===== config.mk =====
export PLATFORM = sky130hd
export DESIGN_NAME = ps2_host_tx
export DESIGN_NICKNAME = d
export VERILOG_FILES = /design/src/rtl/bk_ps2_pkg.sv /design/src/rtl/ps2_sync_edge.sv /design/src/rtl/ps2_host_tx.sv
export SDC_FILE = /design/constraint.sdc
export NUM_CORES = 1
export LEC_CHECK = 0
export CAP_MARGIN = 20
export CORE_MARGIN = 2
export CORE_UTILIZATION = 62
export CTS_CLUSTER_DIAMETER = 30
export DETAILED_ROUTE_END_ITERATION = 12
export DONT_BUFFER_PORTS = 1
export PLACE_DENSITY = 0.81
export SLEW_MARGIN = 25
export SYNTH_ARGS = -nofsm -noshare
export SYNTH_HDL_FRONTEND = slang
export SYNTH_SLANG_ARGS = --single-unit

===== constraint.sdc =====
create_clock -name clk -period 5.4 [get_ports clk]
set_input_delay 0.27 -clock clk [delete_from_list [all_inputs] [get_ports clk]]
set_output_delay 0.27 -clock clk [all_outputs]
set_load 0.02 [all_outputs]

===== src/rtl/bk_ps2_pkg.sv =====
// Shared PS/2 definitions for the BK keyboard controller: transmitter states,
// keyboard command/response bytes, LED mask bits and the frame parity helper.
package bk_ps2_pkg;

    typedef enum logic [2:0] {
        IDLE,
        INHIBIT,
        RTS,
        DATA,
        WAIT_IDLE
    } ps2_tx_state_t;

    localparam logic [7:0] CMD_SET_LED = 8'hED;
    localparam logic [7:0] CMD_RESET   = 8'hFF;
    localparam logic [7:0] CMD_ENABLE  = 8'hF4;

    localparam logic [7:0] RSP_ACK     = 8'hFA;
    localparam logic [7:0] RSP_RESEND  = 8'hFE;

    // Bit positions inside the LED mask byte that follows CMD_SET_LED.
    // CAPS is used as the LAT/RUS indicator.
    localparam int LED_SCROLL = 0;
    localparam int LED_NUM    = 1;
    localparam int LED_CAPS   = 2;

    // PS/2 frames carry odd parity over the eight data bits.
    function automatic logic odd_parity(input logic [7:0] d);
        return ~^d;
    endfunction

endpackage


===== src/rtl/ps2_sync_edge.sv =====
// Brings the asynchronous PS/2 clock and data pads into the clk domain and
// flags falling edges of the PS/2 clock. Shared by the transmit and receive paths.
module ps2_sync_edge (
    input  logic clk,
    input  logic reset_n,
    input  logic ps2_clk_i,
    input  logic ps2_dat_i,
    output logic clk_s,
    output logic dat_s,
    output logic clk_fe
);

    logic [1:0] clk_meta;
    logic [1:0] dat_meta;
    logic       clk_prev;

    // Two-stage synchronizers plus one history bit for edge detection;
    // reset to the idle (high) bus level so reset release never looks like an edge.
    always_ff @(posedge clk or negedge reset_n) begin
        if (!reset_n) begin
            clk_meta <= 2'b11;
            dat_meta <= 2'b11;
            clk_prev <= 1'b1;
        end else begin
            clk_meta <= {clk_meta[0], ps2_clk_i};
            dat_meta <= {dat_meta[0], ps2_dat_i};
            clk_prev <= clk_meta[1];
        end
    end

    assign clk_s  = clk_meta[1];
    assign dat_s  = dat_meta[1];
    assign clk_fe = clk_prev & ~clk_meta[1];

endmodule


===== src/rtl/ps2_host_tx.sv =====
// Host-to-device PS/2 transmitter: inhibits the bus, issues request-to-send,
// clocks out one byte on device clock edges and checks the device ACK.
//
// state     | meaning
// IDLE      | both lines released, waiting for tx_start
// INHIBIT   | holding ps2_clk low before request-to-send
// RTS       | start bit (data low) driven, clock released, waiting for first edge
// DATA      | data/parity/stop shifted on device falling edges, ACK sampled on edge 11
// WAIT_IDLE | ACK seen, waiting for the device to release clock and data
module ps2_host_tx
    import bk_ps2_pkg::*;
#(
    parameter int INHIBIT_CYCLES = 2500,
    parameter int TIMEOUT_CYCLES = 375000
) (
    input  logic       clk,
    input  logic       reset_n,
    input  logic       ps2_clk_i,
    input  logic       ps2_dat_i,
    output logic       ps2_clk_oe,
    output logic       ps2_dat_oe,
    input  logic [7:0] tx_data,
    input  logic       tx_start,
    output logic       tx_busy,
    output logic       tx_done,
    output logic       tx_ack_err,
    output logic       tx_timeout,
    output logic       rx_inhibit
);

    localparam int CNT_MAX = (INHIBIT_CYCLES > TIMEOUT_CYCLES) ? INHIBIT_CYCLES : TIMEOUT_CYCLES;
    localparam int CNT_W   = $clog2(CNT_MAX + 1);
    localparam logic [CNT_W-1:0] INHIBIT_LOAD = CNT_W'(INHIBIT_CYCLES - 1);
    localparam logic [CNT_W-1:0] TIMEOUT_LOAD = CNT_W'(TIMEOUT_CYCLES - 1);

    ps2_tx_state_t    state_q, state_d;
    logic [10:0]      frame_q, frame_d;
    logic [3:0]       bit_cnt_q, bit_cnt_d;
    logic [CNT_W-1:0] cnt_q, cnt_d;
    logic             done_q, done_d;
    logic             ack_err_q, ack_err_d;
    logic             timeout_q, timeout_d;

    logic clk_s, dat_s, clk_fe;

    ps2_sync_edge u_sync (
        .clk       (clk),
        .reset_n   (reset_n),
        .ps2_clk_i (ps2_clk_i),
        .ps2_dat_i (ps2_dat_i),
        .clk_s     (clk_s),
        .dat_s     (dat_s),
        .clk_fe    (clk_fe)
    );

    // State, frame, counters and completion pulses.
    always_ff @(posedge clk or negedge reset_n) begin
        if (!reset_n) begin
            state_q   <= IDLE;
            frame_q   <= '1;
            bit_cnt_q <= '0;
            cnt_q     <= '0;
            done_q    <= 1'b0;
            ack_err_q <= 1'b0;
            timeout_q <= 1'b0;
        end else begin
            state_q   <= state_d;
            frame_q   <= frame_d;
            bit_cnt_q <= bit_cnt_d;
            cnt_q     <= cnt_d;
            done_q    <= done_d;
            ack_err_q <= ack_err_d;
            timeout_q <= timeout_d;
        end
    end

    // Next-state logic. One down-counter serves both the inhibit time and the
    // edge timeout; frame bit 0 is always the bit currently on the data line.
    always_comb begin
        state_d   = state_q;
        frame_d   = frame_q;
        bit_cnt_d = bit_cnt_q;
        cnt_d     = cnt_q;
        done_d    = 1'b0;
        ack_err_d = 1'b0;
        timeout_d = 1'b0;
        unique case (state_q)
            IDLE: begin
                // A start coinciding with the done pulse is deliberately dropped.
                if (tx_start && !done_q) begin
                    frame_d   = {1'b1, odd_parity(tx_data), tx_data, 1'b0};
                    bit_cnt_d = '0;
                    cnt_d     = INHIBIT_LOAD;
                    state_d   = INHIBIT;
                end
            end
            INHIBIT: begin
                // Our own pull-down creates clock edges here; they are ignored.
                if (cnt_q == '0) begin
                    cnt_d   = TIMEOUT_LOAD;
                    state_d = RTS;
                end else begin
                    cnt_d = cnt_q - 1'b1;
                end
            end
            RTS, DATA: begin
                if (clk_fe) begin
                    cnt_d = TIMEOUT_LOAD;
                    if (state_q == DATA && bit_cnt_q == 4'd10) begin
                        if (!dat_s) begin
                            state_d = WAIT_IDLE;
                        end else begin
                            ack_err_d = 1'b1;
                            state_d   = IDLE;
                        end
                    end else begin
                        frame_d   = {1'b1, frame_q[10:1]};
                        bit_cnt_d = bit_cnt_q + 4'd1;
                        state_d   = DATA;
                    end
                end else if (cnt_q == '0) begin
                    timeout_d = 1'b1;
                    state_d   = IDLE;
                end else begin
                    cnt_d = cnt_q - 1'b1;
                end
            end
            WAIT_IDLE: begin
                if (clk_s && dat_s) begin
                    done_d  = 1'b1;
                    state_d = IDLE;
                end else if (clk_fe) begin
                    cnt_d = TIMEOUT_LOAD;
                end else if (cnt_q == '0) begin
                    timeout_d = 1'b1;
                    state_d   = IDLE;
                end else begin
                    cnt_d = cnt_q - 1'b1;
                end
            end
            default: state_d = IDLE;
        endcase
    end

    // Pull-down enables decode straight from registered state, so an
    // asynchronous reset releases both lines immediately.
    assign ps2_clk_oe = (state_q == INHIBIT);
    assign ps2_dat_oe = ((state_q == RTS) || (state_q == DATA)) && !frame_q[0];

    assign tx_busy    = (state_q != IDLE);
    assign rx_inhibit = tx_busy;
    assign tx_done    = done_q;
    assign tx_ack_err = ack_err_q;
    assign tx_timeout = timeout_q;

endmodule


==> metrics, run 1 <==
Final Critical Period 2.25 ns; Buf+Inv Stages, Crit Path 1; wire per inst 16.4 µm; crit-path max FO 7; Clock Pin Slew Worst Setup and Hold Paths around 0.080 ns; worst vdd ir 254 µV; Antenna Diode Count 0; Die X around 68 µm; total gr overflow 0; Post-synth EDFFs 0; First-pass DRT Iterations 4; Synth area leader dfrtp_1; H-Tree Depth 2; Tightest Hold Check Type primary input to flip-flop; RSZ-0062 raised after global routing no; Synth Cell Area between 0.002 and 0.003 mm²; core region area about 0.0039 mm²; measured slew at the worst slew-check pin 0.927 ns; period utilization between 40% and 50%; Slowest-stage cell, CP or4b_4; total CTS buffers 5; fmax about 440 MHz; Worst Setup EP cnt_q[5]$_DFFE_PN0P_; CP required about 5.6 ns; non-filler cells, final 317; deepest clock path buffer count 2; drt total wl between 5000 and 6000 µm; Avg Vias per Cell approximately 6.4; DRT iter0 DRCs ~200; ranking of synthesized cells by area dfrtp_1 29%, dfstp_2 16%, nor2_1 5.1%, nor3_1 4.4%, o21ai_0 3.8%; ANT nets after route 0; Pwr Total ~0.0011 W; Psw between 0.0003 and 0.0004 W; CTS sink count 44; Final Setup Violations 0; Mapped Cells 266; Syn Nets 282; switching share of power 35.4%; R2R cell count 7; Root Buffer clkbuf_8; register area 0.00112 mm²; area of the multi-input gates roughly 0.0013 mm²; Port Buffers 0; Fillers between 200 and 300; r2r setup slk about 3.1 ns; R2R Path Start cnt_q[0]$_DFFE_PN0P_; capturing point of the worst reg2reg path cnt_q[5]$_DFFE_PN0P_; CP max stage delay approximately 0.54 ns; Final Max Tran Viols 0; crit-path cells inv_1 -> ha_1 -> or4b_4 -> nor4_4 -> a21oi_2 -> nor3_4 -> o21ai_0; count leader, synth nor2_1; via count a little over 2000; Ys Warns 0; status completed; Synth cell types 67; CTS tree done; layout cells sized above 1 between 10% and 20%; Yosys reg bits between 40 and 50; Initial Utilization 63.5%; crit path launch type flip-flop; routability cong. 0.918; crit-path leading delay family simple AND/OR/NAND/NOR gates; maxcap violations 0; post-cts sizing count 0; P_int just over 0.0007 W; vias in the first global route between 1500 and 2000; die area ~0.0046 mm²; Hold-fix buffers, CTS 4; dpl cells approximately 300; hold slack around 0.17 ns; PD cells just over 400 mW/mm²; top cells by count, synth 34 x nor2_1, 29 x dfrtp_1, 22 x nor3_1; slew margin rel. 37.9%; Worst setup startpoint cnt_q[0]$_DFFE_PN0P_; Die Height between 60 and 70 µm; setup_tns 0 ns; Tot GR Track Use approximately 25%; P&R area growth vs syn 6.75%; final hold vios 0; # IOs 20; top_reg_cell synth dfrtp_1; drc violations 0; Crit. End Element flip-flop; first-pass GRT wire length about 8500 µm; clock latency on the worst-skew pair between 0.2 and 0.3 ns; HPWL Detailed approximately 3700 µm; fin nets 282; leakage dissipation around 1.1 nW; initial antenna violation count 0; Comb pwr share 31.4%; syn_area_per_cell roughly 9.4 µm²; pin count of the biggest net entering global routing 45; sequential area share after synthesis between 40% and 50%; arrival time at the worst endpoint approximately 2.4 ns; Seq pwr share between 40% and 50%; Synth top area share between 20% and 30%; Clk pwr share 22.9%; Rows 23; ys async rst share 100%; post-CTS setup buffer count 0; Worst path depth 7; critical path type flip-flop to flip-flop; Final Skew about 0.006 ns
power by group through the flow:
stage	Clock, W	Combinational [W]	Sequential [W]
3_5_place_dp	0	0.000334	0.000507
2_1_floorplan	0	0.000298	0.000486
3_3_place_gp	0	0.000328	0.000503
4_1_cts	0.000257	0.000346	0.000502
6_report	0.000252	0.000345	0.000502
5_1_grt	0.000274	0.000387	0.000516
metal layers:
metal  GRT usage, %  wire length, µm  up-vias
met5              0                0        -
met4           8.16               55        0
met3           5.50              364        8
met2           37.6             2370       70
met1           36.0             2390      966
li1               -                -      979
flip-flops by register name, summed over array words and instances, names as in the netlist:
name / count
bit_cnt_q: 4
cnt_q: 19
frame_q: 10
u_sync.dat_meta: 2
state_q: 3
tx_done: 1
u_sync.clk_prev: 1
u_sync.clk_meta: 2
tx_timeout: 1
tx_ack_err: 1
kinds of logic after synthesis:
group	after synthesis	synth area share, %
AND/OR/NAND/NOR	121	26.6
AO/OA/AOI/OAI	70	20.0
flip-flops	44	44.7
adder cells (fa/ha/maj)	3	1.50
XOR/XNOR	7	2.45
buffers and inverters	19	3.80
multiplexers	2	0.899
worst reg2reg max path: cells and delay by family (launching register included):
family	cells	cell delay [ns]
flops	1	0.38
fa+ha+maj	1	0.20
buf+inv	1	0.08
simple gates	3	1.17
compound gates	2	0.30
how the worst min path moves through the flow:
stage	end	from	slack, ns	cells past startpoint
after floorplan	bit_cnt_q[0]$_DFFE_PN0P_	reset_n	-0.03	0
after global placement	bit_cnt_q[2]$_DFFE_PN0P_	reset_n	-0.02	0
after detailed placement	bit_cnt_q[3]$_DFFE_PN0P_	reset_n	-0.02	0
after CTS	frame_q[2]$_DFFE_PN1P_	tx_data[1]	0.17	2
after global routing	frame_q[2]$_DFFE_PN1P_	tx_data[1]	0.18	2
final	frame_q[4]$_DFFE_PN1P_	tx_data[3]	0.17	2
final cells by class:
class | count | area share (%)
well taps | 50 | 2.34
repair buffers | 4 | 1.87
flip-flops and latches | 44 | 41.9
multi-input cells | 203 | 48.2
inverters | 8 | 1.12
clock buffers | 8 | 4.54
placed cells by master, fill, tap and decap left out, types with 2 or more instances in the layout:
cell / Yosys / final
o22a_1: 3 / 3
dlygate4sd3_1: 0 / 3
nor3b_1: 2 / 2
a21o_1: 3 / 3
o21ai_0: 19 / 19
dfstp_2: 15 / 15
xnor2_1: 5 / 5
a21oi_1: 9 / 9
o31ai_1: 3 / 3
dfrtp_1: 29 / 29
nand3_1: 6 / 6
nand2_1: 20 / 20
clkbuf_8: 0 / 7
o22ai_1: 2 / 2
nand4b_1: 2 / 2
or4_1: 2 / 2
o21a_1: 4 / 4
nand4_1: 4 / 4
nor3_1: 22 / 22
xor2_1: 2 / 2
a41o_1: 2 / 2
nor3_2: 3 / 3
and2_1: 3 / 3
a211oi_1: 2 / 2
nor2b_1: 2 / 2
nand2b_1: 5 / 5
nor4_1: 3 / 3
nor2_1: 34 / 34
ha_1: 3 / 3
nor2_4: 2 / 2
a31oi_1: 2 / 2
mux2_2: 2 / 2
a31o_2: 2 / 2
inv_1: 7 / 7
through the flow:
stage	util (%)	setup WS [ns]	area [µm²]
finish	67.8	3.15	2670
CTS	67.8	3.16	2670
global placement	63.4	3.20	2500
floorplan	-	3.37	2500
detailed placement	63.4	3.16	2500
global route	67.8	2.96	2670
Note: power is estimated with default switching activity, not from simulation.
==> run 2: changes to the inputs <==
CORE_UTILIZATION = 57   (was 62)
PLACE_DENSITY = 0.78   (was 0.81)
clock period = 1.9 ns   (was 5.4 ns; I/O delays follow)
==> metrics, run 2 (synthesis gave the netlist of run 1 again) <==
status finished with violations; failing checks negative setup slack; Largest register FFs 19; via count 2412; Worst path depth 8; deepest clock path buffer count 2; Tightest Hold Check Type primary input to flip-flop; initial antenna violation count 0; vias in the first global route approximately 2500; ANT nets after route 0; HPWL Detailed 4690 µm; crit-path max FO 5; critical path type flip-flop to flip-flop; routability cong. approximately 0.88; crit-path cells inv_2 -> ha_4 -> or4b_4 -> nor4_4 -> a21oi_2 -> nor3_4 -> buf_6 -> o22ai_1; worst slack, placed -0.168 ns; Biggest register cnt_q; wire per inst 18.3 µm; Die Height around 70 µm; post-layout util between 80% and 90%; Root Buffer clkbuf_8; CP required 2.07 ns; Buf+Inv Stages, Crit Path 2; setup_tns -2.83 ns; switching share of power 36.4%; crit path launch type flip-flop; P_int around 0.0025 W; Clk pwr share between 10% and 20%; RSZ-0062 raised after global routing yes; slew margin rel. approximately 74%; layout cells sized above 1 43.3%; R2R Path Start cnt_q[0]$_DFFE_PN0P_; Worst setup startpoint cnt_q[0]$_DFFE_PN0P_; CTS tree done; Final Skew about 0.0063 ns; Crit. End Element flip-flop; commonest non-fill, non-tap cell in the layout buf_4; Worst Setup EP cnt_q[3]$_DFFE_PN0P_; core region area ~0.0043 mm²; arrival time at the worst endpoint around 2.3 ns; measured slew at the worst slew-check pin ~0.38 ns; Slowest-stage cell, CP or4b_4; leakage dissipation approximately 1.5 nW; P&R area growth vs syn 39.1%; Rows 24; drc violations 0; CTS sink count 44; Avg Vias per Cell roughly 6.1; Regs by FF count cnt_q (19), frame_q (10), bit_cnt_q (4); most frequent cells in the layout 68 x buf_4, 33 x nor2_1, 28 x dfrtp_1, 21 x nor3_1, 19 x nand2_1; total gr overflow 0; First-pass DRT Iterations 4; total CTS buffers 5; die area ~0.005 mm²; CP max stage delay between 0.5 and 0.6 ns; fmax between 400 and 500 MHz; Die X 70.3 µm; final hold vios 0; R2R cell count 8; PD cells 1120 mW/mm²; first-pass GRT wire length 11500 µm; maxcap violations 0; clock latency on the worst-skew pair ~0.30 ns; crit-path leading delay family simple AND/OR/NAND/NOR gates; period utilization 110%; Pwr Total between 0.003 and 0.004 W; fin nets 359; Antenna Diode Count 0; Psw between 0.001 and 0.0015 W; drt total wl approximately 7200 µm; Initial Utilization between 50% and 60%; H-Tree Depth 2; DRT iter0 DRCs approximately 210; Final Max Tran Viols 0; final setup margin -0.197 ns; Port Buffers 0; Seq pwr share a little over a third; Final Setup Violations 23; worst vdd ir around 660 µV; Clock Pin Slew Worst Setup and Hold Paths around 0.080 ns; # IOs 20; pin count of the biggest net entering global routing 45; Final Critical Period between 2 and 2.5 ns; r2r setup slk -0.20 ns; capturing point of the worst reg2reg path cnt_q[3]$_DFFE_PN0P_; Comb pwr share a little under half; Tot GR Track Use roughly 29%
run 2: changes by cell type in the layout (fill, tap and decap cells not counted), moves of 5 or more:
cell,change
buf_4,+68
buf_6,+8
o21ai_0,-11
o21ai_1,+6
o21ai_2,+5
run 2: area by class of cell:
| cell class | count | area [µm²] |
|---|---|---|
| Inverter | 8 | 30.0 |
| Tap cell | 52 | 65.1 |
| Clock inverter | 2 | 35.0 |
| Sequential cell | 44 | 1120 |
| Multi-Input combinational cell | 203 | 1500 |
| Fill cell | 261 | 811 |
| Clock buffer | 6 | 72.6 |
| Timing Repair Buffer | 81 | 661 |
run 2: layer usage:
metal / vias to the layer above / routed length, µm / global-route usage, %
met1: 1185 / 2750 / 34.3
met3: 25 / 346 / 5.63
met4: 0 / 271 / 17.1
met2: 71 / 3860 / 50.2
met5: - / 0 / 0
li1: 1131 / - / -
run 2: stage by stage:
| stage | instances | hold WS [ns] | cell area, µm² |
|---|---|---|---|
| 2_1_floorplan | 266 | -0.201 | 2530 |
| 5_1_grt | 396 | 0.00841 | 3480 |
| 3_5_place_dp | 366 | -0.199 | 2970 |
| 3_3_place_gp | 366 | -0.200 | 2970 |
| 6_report | 396 | 0.00472 | 3480 |
| 4_1_cts | 388 | 0.00257 | 3320 |
run 2: repair_timing:
item,CTS,global route
hold endpoints to repair,47,0
endpoints found under the setup margin,28,32
resized for setup,24,25
buffers inserted,9,8
pin swaps,14,14
hold buffers,5,0
run 2: power by group through the flow:
stage | logic, W | clock network [W] | registers (W)
2_1_floorplan | 0.000885 | 0 | 0.00139
3_3_place_gp | 0.00140 | 0 | 0.00139
3_5_place_dp | 0.00145 | 0 | 0.00140
4_1_cts | 0.00159 | 0.000723 | 0.00139
5_1_grt | 0.00191 | 0.000745 | 0.00145
6_report | 0.00175 | 0.000710 | 0.00142
run 2: how the worst min path moves through the flow:
stage                                     endpoint  slack [ns]       start  depth (start not counted)
after detailed placement      cnt_q[7]$_DFFE_PN0P_       -0.20     reset_n                          0
final                       frame_q[1]$_DFFE_PN1P_       0.005  tx_data[0]                          2
after global routing        frame_q[1]$_DFFE_PN1P_       0.008  tx_data[0]                          2
after CTS                   frame_q[3]$_DFFE_PN1P_       0.003  tx_data[2]                          2
after global placement        cnt_q[7]$_DFFE_PN0P_       -0.20     reset_n                          0
after floorplan           bit_cnt_q[0]$_DFFE_PN0P_       -0.20     reset_n                          0
